### src/rtl/cpu_sram_bridge_pkg.sv
// Shared definitions for the core-to-bus SRAM bridge: FSM state encoding,
// bus transfer size codes and the strobe-to-size decode.
package cpu_sram_bridge_pkg;

  // Bridge FSM states. Data-side states come first because data accesses
  // belong to the older instruction and are always served first.
  typedef enum logic [2:0] {
    BR_IDLE   = 3'd0,
    BR_D_REQ  = 3'd1,
    BR_D_WAIT = 3'd2,
    BR_I_REQ  = 3'd3,
    BR_I_WAIT = 3'd4
  } br_state_e;

  // Encoding of bus_size.
  localparam logic [1:0] SZ_BYTE = 2'd0;
  localparam logic [1:0] SZ_HALF = 2'd1;
  localparam logic [1:0] SZ_WORD = 2'd2;

  // Map a byte-write-strobe pattern onto a bus transfer size. Patterns that
  // do not describe an aligned byte, half or word fall back to a word.
  function automatic logic [1:0] strb_to_size(input logic [3:0] strb);
    logic [1:0] size;
    case (strb)
      4'b0001, 4'b0010, 4'b0100, 4'b1000: size = SZ_BYTE;
      4'b0011, 4'b1100:                   size = SZ_HALF;
      4'b1111:                            size = SZ_WORD;
      default:                            size = SZ_WORD;
    endcase
    return size;
  endfunction

  // True for the strobe patterns the core is allowed to present
  // (0 = read, otherwise an aligned byte, half or full word).
  function automatic logic strb_is_legal(input logic [3:0] strb);
    logic legal;
    case (strb)
      4'b0000,
      4'b0001, 4'b0010, 4'b0100, 4'b1000,
      4'b0011, 4'b1100,
      4'b1111: legal = 1'b1;
      default: legal = 1'b0;
    endcase
    return legal;
  endfunction

endpackage

### src/rtl/cpu_sram_bridge.sv
// Bridge between the core's two fixed-latency SRAM ports (inst/data) and a
// single shared req/addr_ok/data_ok bus. Accesses of one core cycle are
// serialised data-first; the pipeline is stalled until all of them finish
// and read data is returned through holding registers.
module cpu_sram_bridge
  import cpu_sram_bridge_pkg::*;
#(
  parameter int ADDR_W = 32,
  parameter int DATA_W = 32
) (
  input  logic              clk,
  input  logic              rst,

  input  logic              inst_sram_en,
  input  logic [3:0]        inst_sram_wen,
  input  logic [ADDR_W-1:0] inst_sram_addr,
  input  logic [DATA_W-1:0] inst_sram_wdata,
  output logic [DATA_W-1:0] inst_sram_rdata,

  input  logic              data_sram_en,
  input  logic [3:0]        data_sram_wen,
  input  logic [ADDR_W-1:0] data_sram_addr,
  input  logic [DATA_W-1:0] data_sram_wdata,
  output logic [DATA_W-1:0] data_sram_rdata,

  output logic              stallreq_bridge,

  output logic              bus_req,
  output logic              bus_wr,
  output logic [1:0]        bus_size,
  output logic [3:0]        bus_wstrb,
  output logic [ADDR_W-1:0] bus_addr,
  output logic [DATA_W-1:0] bus_wdata,
  input  logic              bus_addr_ok,
  input  logic              bus_data_ok,
  input  logic [DATA_W-1:0] bus_rdata
);

  br_state_e         state_reg;
  logic              d_done_reg;
  logic              i_done_reg;
  logic              bus_req_reg;
  logic              d_wr_reg;
  logic [DATA_W-1:0] inst_rdata_reg;
  logic [DATA_W-1:0] data_rdata_reg;

  logic              d_pend;
  logic              i_pend;
  logic              data_side;

  // The fetch port is read-only; its write controls are deliberately unused.
  logic              unused_inst_wr;
  assign unused_inst_wr = ^{inst_sram_wen, inst_sram_wdata};

  // An access is pending while the core requests it and it has not yet
  // completed during the current (stalled) core cycle.
  assign d_pend = data_sram_en & ~d_done_reg;
  assign i_pend = inst_sram_en & ~i_done_reg;

  // Stall while a transaction is in flight or anything is still pending.
  assign stallreq_bridge = (state_reg != BR_IDLE) | d_pend | i_pend;

  assign bus_req         = bus_req_reg;
  assign inst_sram_rdata = inst_rdata_reg;
  assign data_sram_rdata = data_rdata_reg;

  // Control FSM: sequences one bus transaction at a time, tracks per-cycle
  // completion flags and captures returned read data.
  always_ff @(posedge clk) begin
    if (rst) begin
      state_reg      <= BR_IDLE;
      d_done_reg     <= 1'b0;
      i_done_reg     <= 1'b0;
      bus_req_reg    <= 1'b0;
      d_wr_reg       <= 1'b0;
      inst_rdata_reg <= '0;
      data_rdata_reg <= '0;
    end else begin
      case (state_reg)
        BR_IDLE: begin
          if (d_pend) begin
            state_reg   <= BR_D_REQ;
            bus_req_reg <= 1'b1;
          end else if (i_pend) begin
            state_reg   <= BR_I_REQ;
            bus_req_reg <= 1'b1;
          end else begin
            // Core advances on this edge: start the next cycle afresh.
            d_done_reg <= 1'b0;
            i_done_reg <= 1'b0;
          end
        end

        BR_D_REQ: begin
          if (bus_addr_ok) begin
            state_reg   <= BR_D_WAIT;
            bus_req_reg <= 1'b0;
            // Remember read/write so the response is handled correctly even
            // if the core misbehaves and drops its request mid-flight.
            d_wr_reg    <= |data_sram_wen;
          end
        end

        BR_D_WAIT: begin
          if (bus_data_ok) begin
            if (!d_wr_reg) begin
              data_rdata_reg <= bus_rdata;
            end
            d_done_reg <= 1'b1;
            state_reg  <= BR_IDLE;
          end
        end

        BR_I_REQ: begin
          if (bus_addr_ok) begin
            state_reg   <= BR_I_WAIT;
            bus_req_reg <= 1'b0;
          end
        end

        BR_I_WAIT: begin
          if (bus_data_ok) begin
            inst_rdata_reg <= bus_rdata;
            i_done_reg     <= 1'b1;
            state_reg      <= BR_IDLE;
          end
        end

        default: begin
          state_reg   <= BR_IDLE;
          bus_req_reg <= 1'b0;
        end
      endcase
    end
  end

  // Request payload mux: the core holds its inputs stable while stalled, so
  // the bus fields are driven straight from whichever port owns the bus.
  always_comb begin
    data_side = (state_reg == BR_D_REQ) || (state_reg == BR_D_WAIT);
    bus_addr  = inst_sram_addr;
    bus_wr    = 1'b0;
    bus_wstrb = 4'b0000;
    bus_size  = SZ_WORD;
    bus_wdata = '0;
    if (data_side) begin
      bus_addr  = data_sram_addr;
      bus_wr    = |data_sram_wen;
      bus_wstrb = data_sram_wen;
      bus_size  = (data_sram_wen == 4'b0000) ? SZ_WORD : strb_to_size(data_sram_wen);
      bus_wdata = data_sram_wdata;
    end
  end

  // Only aligned byte/half/word strobe patterns may reach the bus.
  a_wen_legal : assert property (@(posedge clk) disable iff (rst)
    (state_reg == BR_D_REQ) |-> strb_is_legal(data_sram_wen));

  // The core must keep requesting until its transaction has completed.
  a_data_en_held : assert property (@(posedge clk) disable iff (rst)
    ((state_reg == BR_D_REQ) || (state_reg == BR_D_WAIT)) |-> data_sram_en);

  a_inst_en_held : assert property (@(posedge clk) disable iff (rst)
    ((state_reg == BR_I_REQ) || (state_reg == BR_I_WAIT)) |-> inst_sram_en);

endmodule

### config.mk
export PLATFORM = sky130hd
export DESIGN_NAME = cpu_sram_bridge
export DESIGN_NICKNAME = d
export VERILOG_FILES = /design/src/rtl/cpu_sram_bridge_pkg.sv /design/src/rtl/cpu_sram_bridge.sv
export SDC_FILE = /design/constraint.sdc
export NUM_CORES = 1
export LEC_CHECK = 0
export BUFFER_PORTS_ARGS = -buffer_cell sky130_fd_sc_hd__buf_2
export CAP_MARGIN = 5
export CORE_AREA = 3 3 120 122
export DETAILED_ROUTE_END_ITERATION = 12
export DIE_AREA = 0 0 123 125
export GPL_ROUTABILITY_DRIVEN = 1
export SLEW_MARGIN = 10
export SYNTH_ARGS = -nofsm -noshare
export SYNTH_HDL_FRONTEND = slang
export SYNTH_SLANG_ARGS = --single-unit
### constraint.sdc
create_clock -name clk -period 2.15 [get_ports clk]
set_clock_uncertainty 0.1 [all_clocks]
set_input_delay 0.3225 -clock clk [delete_from_list [all_inputs] [get_ports clk]]
set_output_delay 0.3225 -clock clk [all_outputs]
set_load 0.01 [all_outputs]
---- Word-level counts from Yosys, hierarchy flattened ----
Index checks and enable logic that the tools add are counted.
W data, S select, Z words.
cells by class
  $add $sub $neg .......................... 0
  $mul .................................... 0
  div/mod/pow operators ................... 0
  $lt $le $gt $ge ......................... 0
  equality and inequality tests ........... 19
  shift operators ......................... 0
  mux-type cells .......................... 22
  bitwise operators ....................... 8
  reductions and logical operators ........ 18
operator list
  cell                  number
  $mux W32              2
  $mux W3               5
  $ne A2 B2 Y1 const B  6
  $pmux W3 S4           1
  $reduce_and A4 Y1     3
  $eq A4 B2 Y1 const B  2
  $eq A4 B4 Y1 const B  2
  $reduce_or A4 Y1      2
  $mux W1               7
  $eq A3 B2 Y1 const B  2
  $reduce_and A3 Y1     2
  $reduce_or A2 Y1      3
  $eq A4 B1 Y1 const B  1
  $eq A4 B3 Y1 const B  1
  $logic_not A4 Y1      1
  $mux W2               2
  $mux W4               1
  $ne A2 B1 Y1 const B  2
  $not A1 Y1            4
  $pmux W1 S2           2
  $pmux W2 S2           1
  $reduce_and A2 Y1     2
  $reduce_bool A2 Y1    2
  $eq A3 B1 Y1 const B  1
  other kinds (8)       10
word-level totals
  flip-flop bits (word level) ............. 71
  latch bits .............................. 0
  memory bits (writable) .................. 0
  ROM bits ................................ 0
  input bits .............................. 174
  output and inout bits ................... 137
  logic and storage cells ................. 74
  memories kept ........................... 0

---- Logic depth before layout (Yosys ltp) ----
  depth after elaboration ................. 5
  depth in mapped cells ................... 7
  mapped depth without buffers ............ 5

---- Worst setup path after synthesis ----
OpenSTA, ideal clock, no wires.
  path type ............................... reg2out
  start ................................... register state_reg[1]
  end ..................................... output port bus_addr[14]
  arrival time ............................ 1.355 ns
  required time ........................... 1.727 ns
  setup slack ............................. 0.373 ns
  stages on the path, launching flop included .. 6
  path buffers ............................ 2
  cell sequence ........................... dfxtp_1 buf_4 xnor2_1 nor2_2 buf_2 mux2_1
on the way
  longest elaborated chain between the ends .. 3
  elaborated cells on any way between the ends .. 4
  classes of those cells .................. 2 x eq/ne; 1 x mux; 1 x reduce/logical
ends and longest elaborated chain
  element                                              RTL line                text
  from (decl)                                          cpu_sram_bridge.sv:39   br_state_e state_reg;
  from (signal assigned)                               cpu_sram_bridge.sv:71   state_reg <= BR_IDLE;
  from (signal assigned)                               cpu_sram_bridge.sv:82   state_reg <= BR_D_REQ;
  from (signal assigned)                               cpu_sram_bridge.sv:85   state_reg <= BR_I_REQ;
  $eq A3 B1 Y1 / $eq A3 B2 Y1 (equally long branches)  cpu_sram_bridge.sv:140  data_side = (state_reg == BR_D_REQ) || (state_reg == BR_D_WAIT);
  $logic_or A1 B1 Y1 *                                 cpu_sram_bridge.sv:140
  $mux W32 *                                           cpu_sram_bridge.sv:146  if (data_side) begin
  to (decl)                                            cpu_sram_bridge.sv:32   output logic [ADDR_W-1:0] bus_addr,
Mark *: on every way between the ends. The rest lies on a longest branch, timed or not.

---- Worst setup path after layout ----
  start ................................... register state_reg[1]
  end ..................................... output port bus_addr[29]
The elaborated chain is that of the path after synthesis.

==> impl_metrics.yaml <==
timing:
  finalMaxSlewViolations: 0
  worst_pin_slew_ns: 0.540
  min_period_ns: 2.14
  final.period_utilization_pct: 99.7
  setup_tns_ns: 0
  setup_viol: 0
  relSlewSlack_pct: 63.9
  rsz0062_at_grt: "yes"
  hold_violations: 0
  fmax_mhz: 466
  worst_hold_slack_ns: 0.131
pwr:
  p_leak_nw: 2.57
  pwr_density_cell_nw_per_um2: 1010
  irDropWorstVdd_v: 0.000614
  power_w: 0.00538
floorplanning:
  die_y_um: 125
  dieArea_um2: 15400
  design.core.area_um2: 13300
  ioPinCount: 311
  rows: 42
  die_w_um: 123
  start_util_pct: 24.5
layout:
  area_delta_synth_final_pct: 64.4
  drive_above_1_share_pct: 50.4
  stdcell_area_um2: 5350
  utilization_pct: 40.2
  nets: 857
drt:
  wirelength_um: 13800
  detail_route.first_pass.iterations: 4
  final_antenna_net_count: 0
  viasPerCell: 4.33
  drtIter0Drc: 178
  vias: 3750
  drc: 0
  wl_per_cell_um: 15.9
synth:
  ys.warnings.count: 0
  ys_seq_area_share_pct: 43.7
  syn_nets: 586
  synth_top_area_share_pct: 43.7
  netlist_area_um2: 3250
  syn_avg_cell_area_um2: 7.89
  synth_cells: 412
  synth_cell_types: 30
  synthTopCellsByArea: "dfxtp_1 44%, nand2_1 15%, a21oi_1 10%"
  synth_area_leader_cell: "dfxtp_1"
  ys_seq_elements: 71
grt:
  grt_pass1_vias: 3521
  overflow: 0
  grt_max_degree: 36
  grt_pass1_wl_um: 19500
  grt_use_total_pct: 16.5
  grt_antenna_before_repair: 2
setup_path:
  path_class: "reg -> out"
  cp.arrival_ns: 1.72
  start_kind: "flop"
  required_ns: 1.73
  cp_max_fo: 9
  cp-end-kind: "output port"
placed_design:
  place_congestion: 0.842
  io_buffers: 274
  postPlaceCellArea_um2: 4860
  detailed_place_hpwl_um: 10300
clock_tree:
  cts_buffers: 9
  cts_tree: "yes"
  cts_root_buf: "clkbuf_16"
  clkTransAtPathRegs_ns: 0.06
  ctsHoldBuffers: 0
  cts_buffer_depth: 2
  htreeDepth: 3
  cts.sinks: 71
  clock_latency_ns: 0.34
flow_run:
  timing.max_cap.violations: 0
hold_path:
  hold_path.class: "in -> reg"
status:
  status: "completed"
-- report_power, final --
| part | leakage [nW] | internal (W) | total (W) | switching, W |
|---|---|---|---|---|
| registers | 0.575 | 0.00140 | 0.00145 | 0.0000524 |
| clock network | 0.143 | 0.000903 | 0.00147 | 0.000567 |
| logic | 1.85 | 0.00127 | 0.00246 | 0.00119 |
| total | 2.57 | 0.00357 | 0.00538 | 0.00181 |
-- final timing paths --
| path | from | end | slack, ns | cells after the start |
|---|---|---|---|---|
| hold reg to reg | data_sram_rdata[14]$_SDFFE_PP0P_ | data_sram_rdata[14]$_SDFFE_PP0P_ | 0.35 | 2 |
| hold / removal | bus_rdata[7] | inst_sram_rdata[7]$_SDFFE_PP0P_ | 0.13 | 3 |
| setup / recovery | state_reg[1]$_SDFFE_PP0P_ | bus_addr[29] | 0.006 | 6 |
| setup reg to reg | state_reg[0]$_SDFFE_PP0P_ | data_sram_rdata[26]$_SDFFE_PP0P_ | 0.44 | 6 |
-- repair_timing --
| item | in CTS | in global routing |
|---|---|---|
| endpoints found under the hold margin | 0 | 0 |
| endpoints found under the setup margin | 32 | 32 |
| resized for setup | 3 | 4 |
| buffers inserted | 0 | 3 |
| cloned | 1 | 4 |
-- placed cells by master, fill, tap and decap left out, drive strengths merged --
| master | synthesis | layout |
|---|---|---|
| nor4bb | 1 | 1 |
| mux2 | 32 | 32 |
| dfxtp | 71 | 71 |
| nor2 | 8 | 8 |
| nor3b | 1 | 1 |
| a31oi | 3 | 3 |
| clkinv | 0 | 3 |
| clkbuf | 16 | 13 |
| or4 | 1 | 1 |
| xor2 | 1 | 1 |
| inv | 1 | 2 |
| clkinvlp | 0 | 1 |
| bufinv | 0 | 1 |
| nand2 | 134 | 134 |
| o31ai | 1 | 1 |
| o21ai | 3 | 3 |
| nand2b | 2 | 2 |
| nand4bb | 2 | 2 |
| nand4b | 1 | 1 |
| and3 | 3 | 3 |
| diode | 0 | 2 |
| or2 | 1 | 1 |
| bufbuf | 0 | 1 |
| mux2i | 1 | 1 |
| and2 | 37 | 37 |
| nor3 | 4 | 4 |
| nand3b | 1 | 1 |
| a21oi | 68 | 68 |
| buf | 17 | 289 |
| xnor2 | 2 | 2 |
-- cells in the mapped netlist, drive strengths merged --
cell type and instances:
clkbuf 16, nand4bb 2, nor2 8, nor3b 1
nor3 4, o21ai 3, xor2 1, mux2i 1
dfxtp 71, nand2 134, or2 1, buf 17
nand2b 2, xnor2 2, nor4bb 1, o31ai 1
a31oi 3, and2 37, mux2 32, a21oi 68
inv 1, nand4b 1, or4 1, nand3b 1
and3 3
-- critical path, stage by stage (launching register included) --
cell and delay [ns]:
dfxtp_2 0.35, xnor2_4 0.15, nor2_4 0.10, buf_12 0.14, clkbuf_16 0.16, mux2_2 0.33
buf_2 0.15
-- cell type report --
type / count / area [um^2]
sequential: 71 / 1430
timing repair buffer: 293 / 1670
clock inverter: 6 / 68.8
antenna: 2 / 5.00
clock buffer: 10 / 229
fill: 1414 / 7950
inverter: 1 / 3.75
multi-input combinational: 307 / 1730
tap: 176 / 220
-- cell families (layout without fill, tap and decap cells) --
group,count (synthesis),after routing,synth area share (%)
compound gates,75,75,11.7
other cells,0,2,0
simple gates,196,196,27.6
xor+xnor,3,3,0.808
flops,71,71,43.7
mux,33,33,11.4
buf+inv,34,310,4.73
-- metrics by stage --
step           setup WS, ns  cells
2_1_floorplan         0.373    412
3_3_place_gp          0.301    840
3_5_place_dp          0.284    840
4_1_cts             -0.0248    857
5_1_grt             -0.0612    864
6_report            0.00558    866
-- layer usage --
metal	GRT usage (%)	share of wire, %	vias to the layer above
li1	-	-	1902
met1	21.0	44	1711
met2	26.6	47	121
met3	6.41	8.1	12
met4	3.45	0.85	4
met5	0	0.20	-
Power figures use the tool's default switching activity.
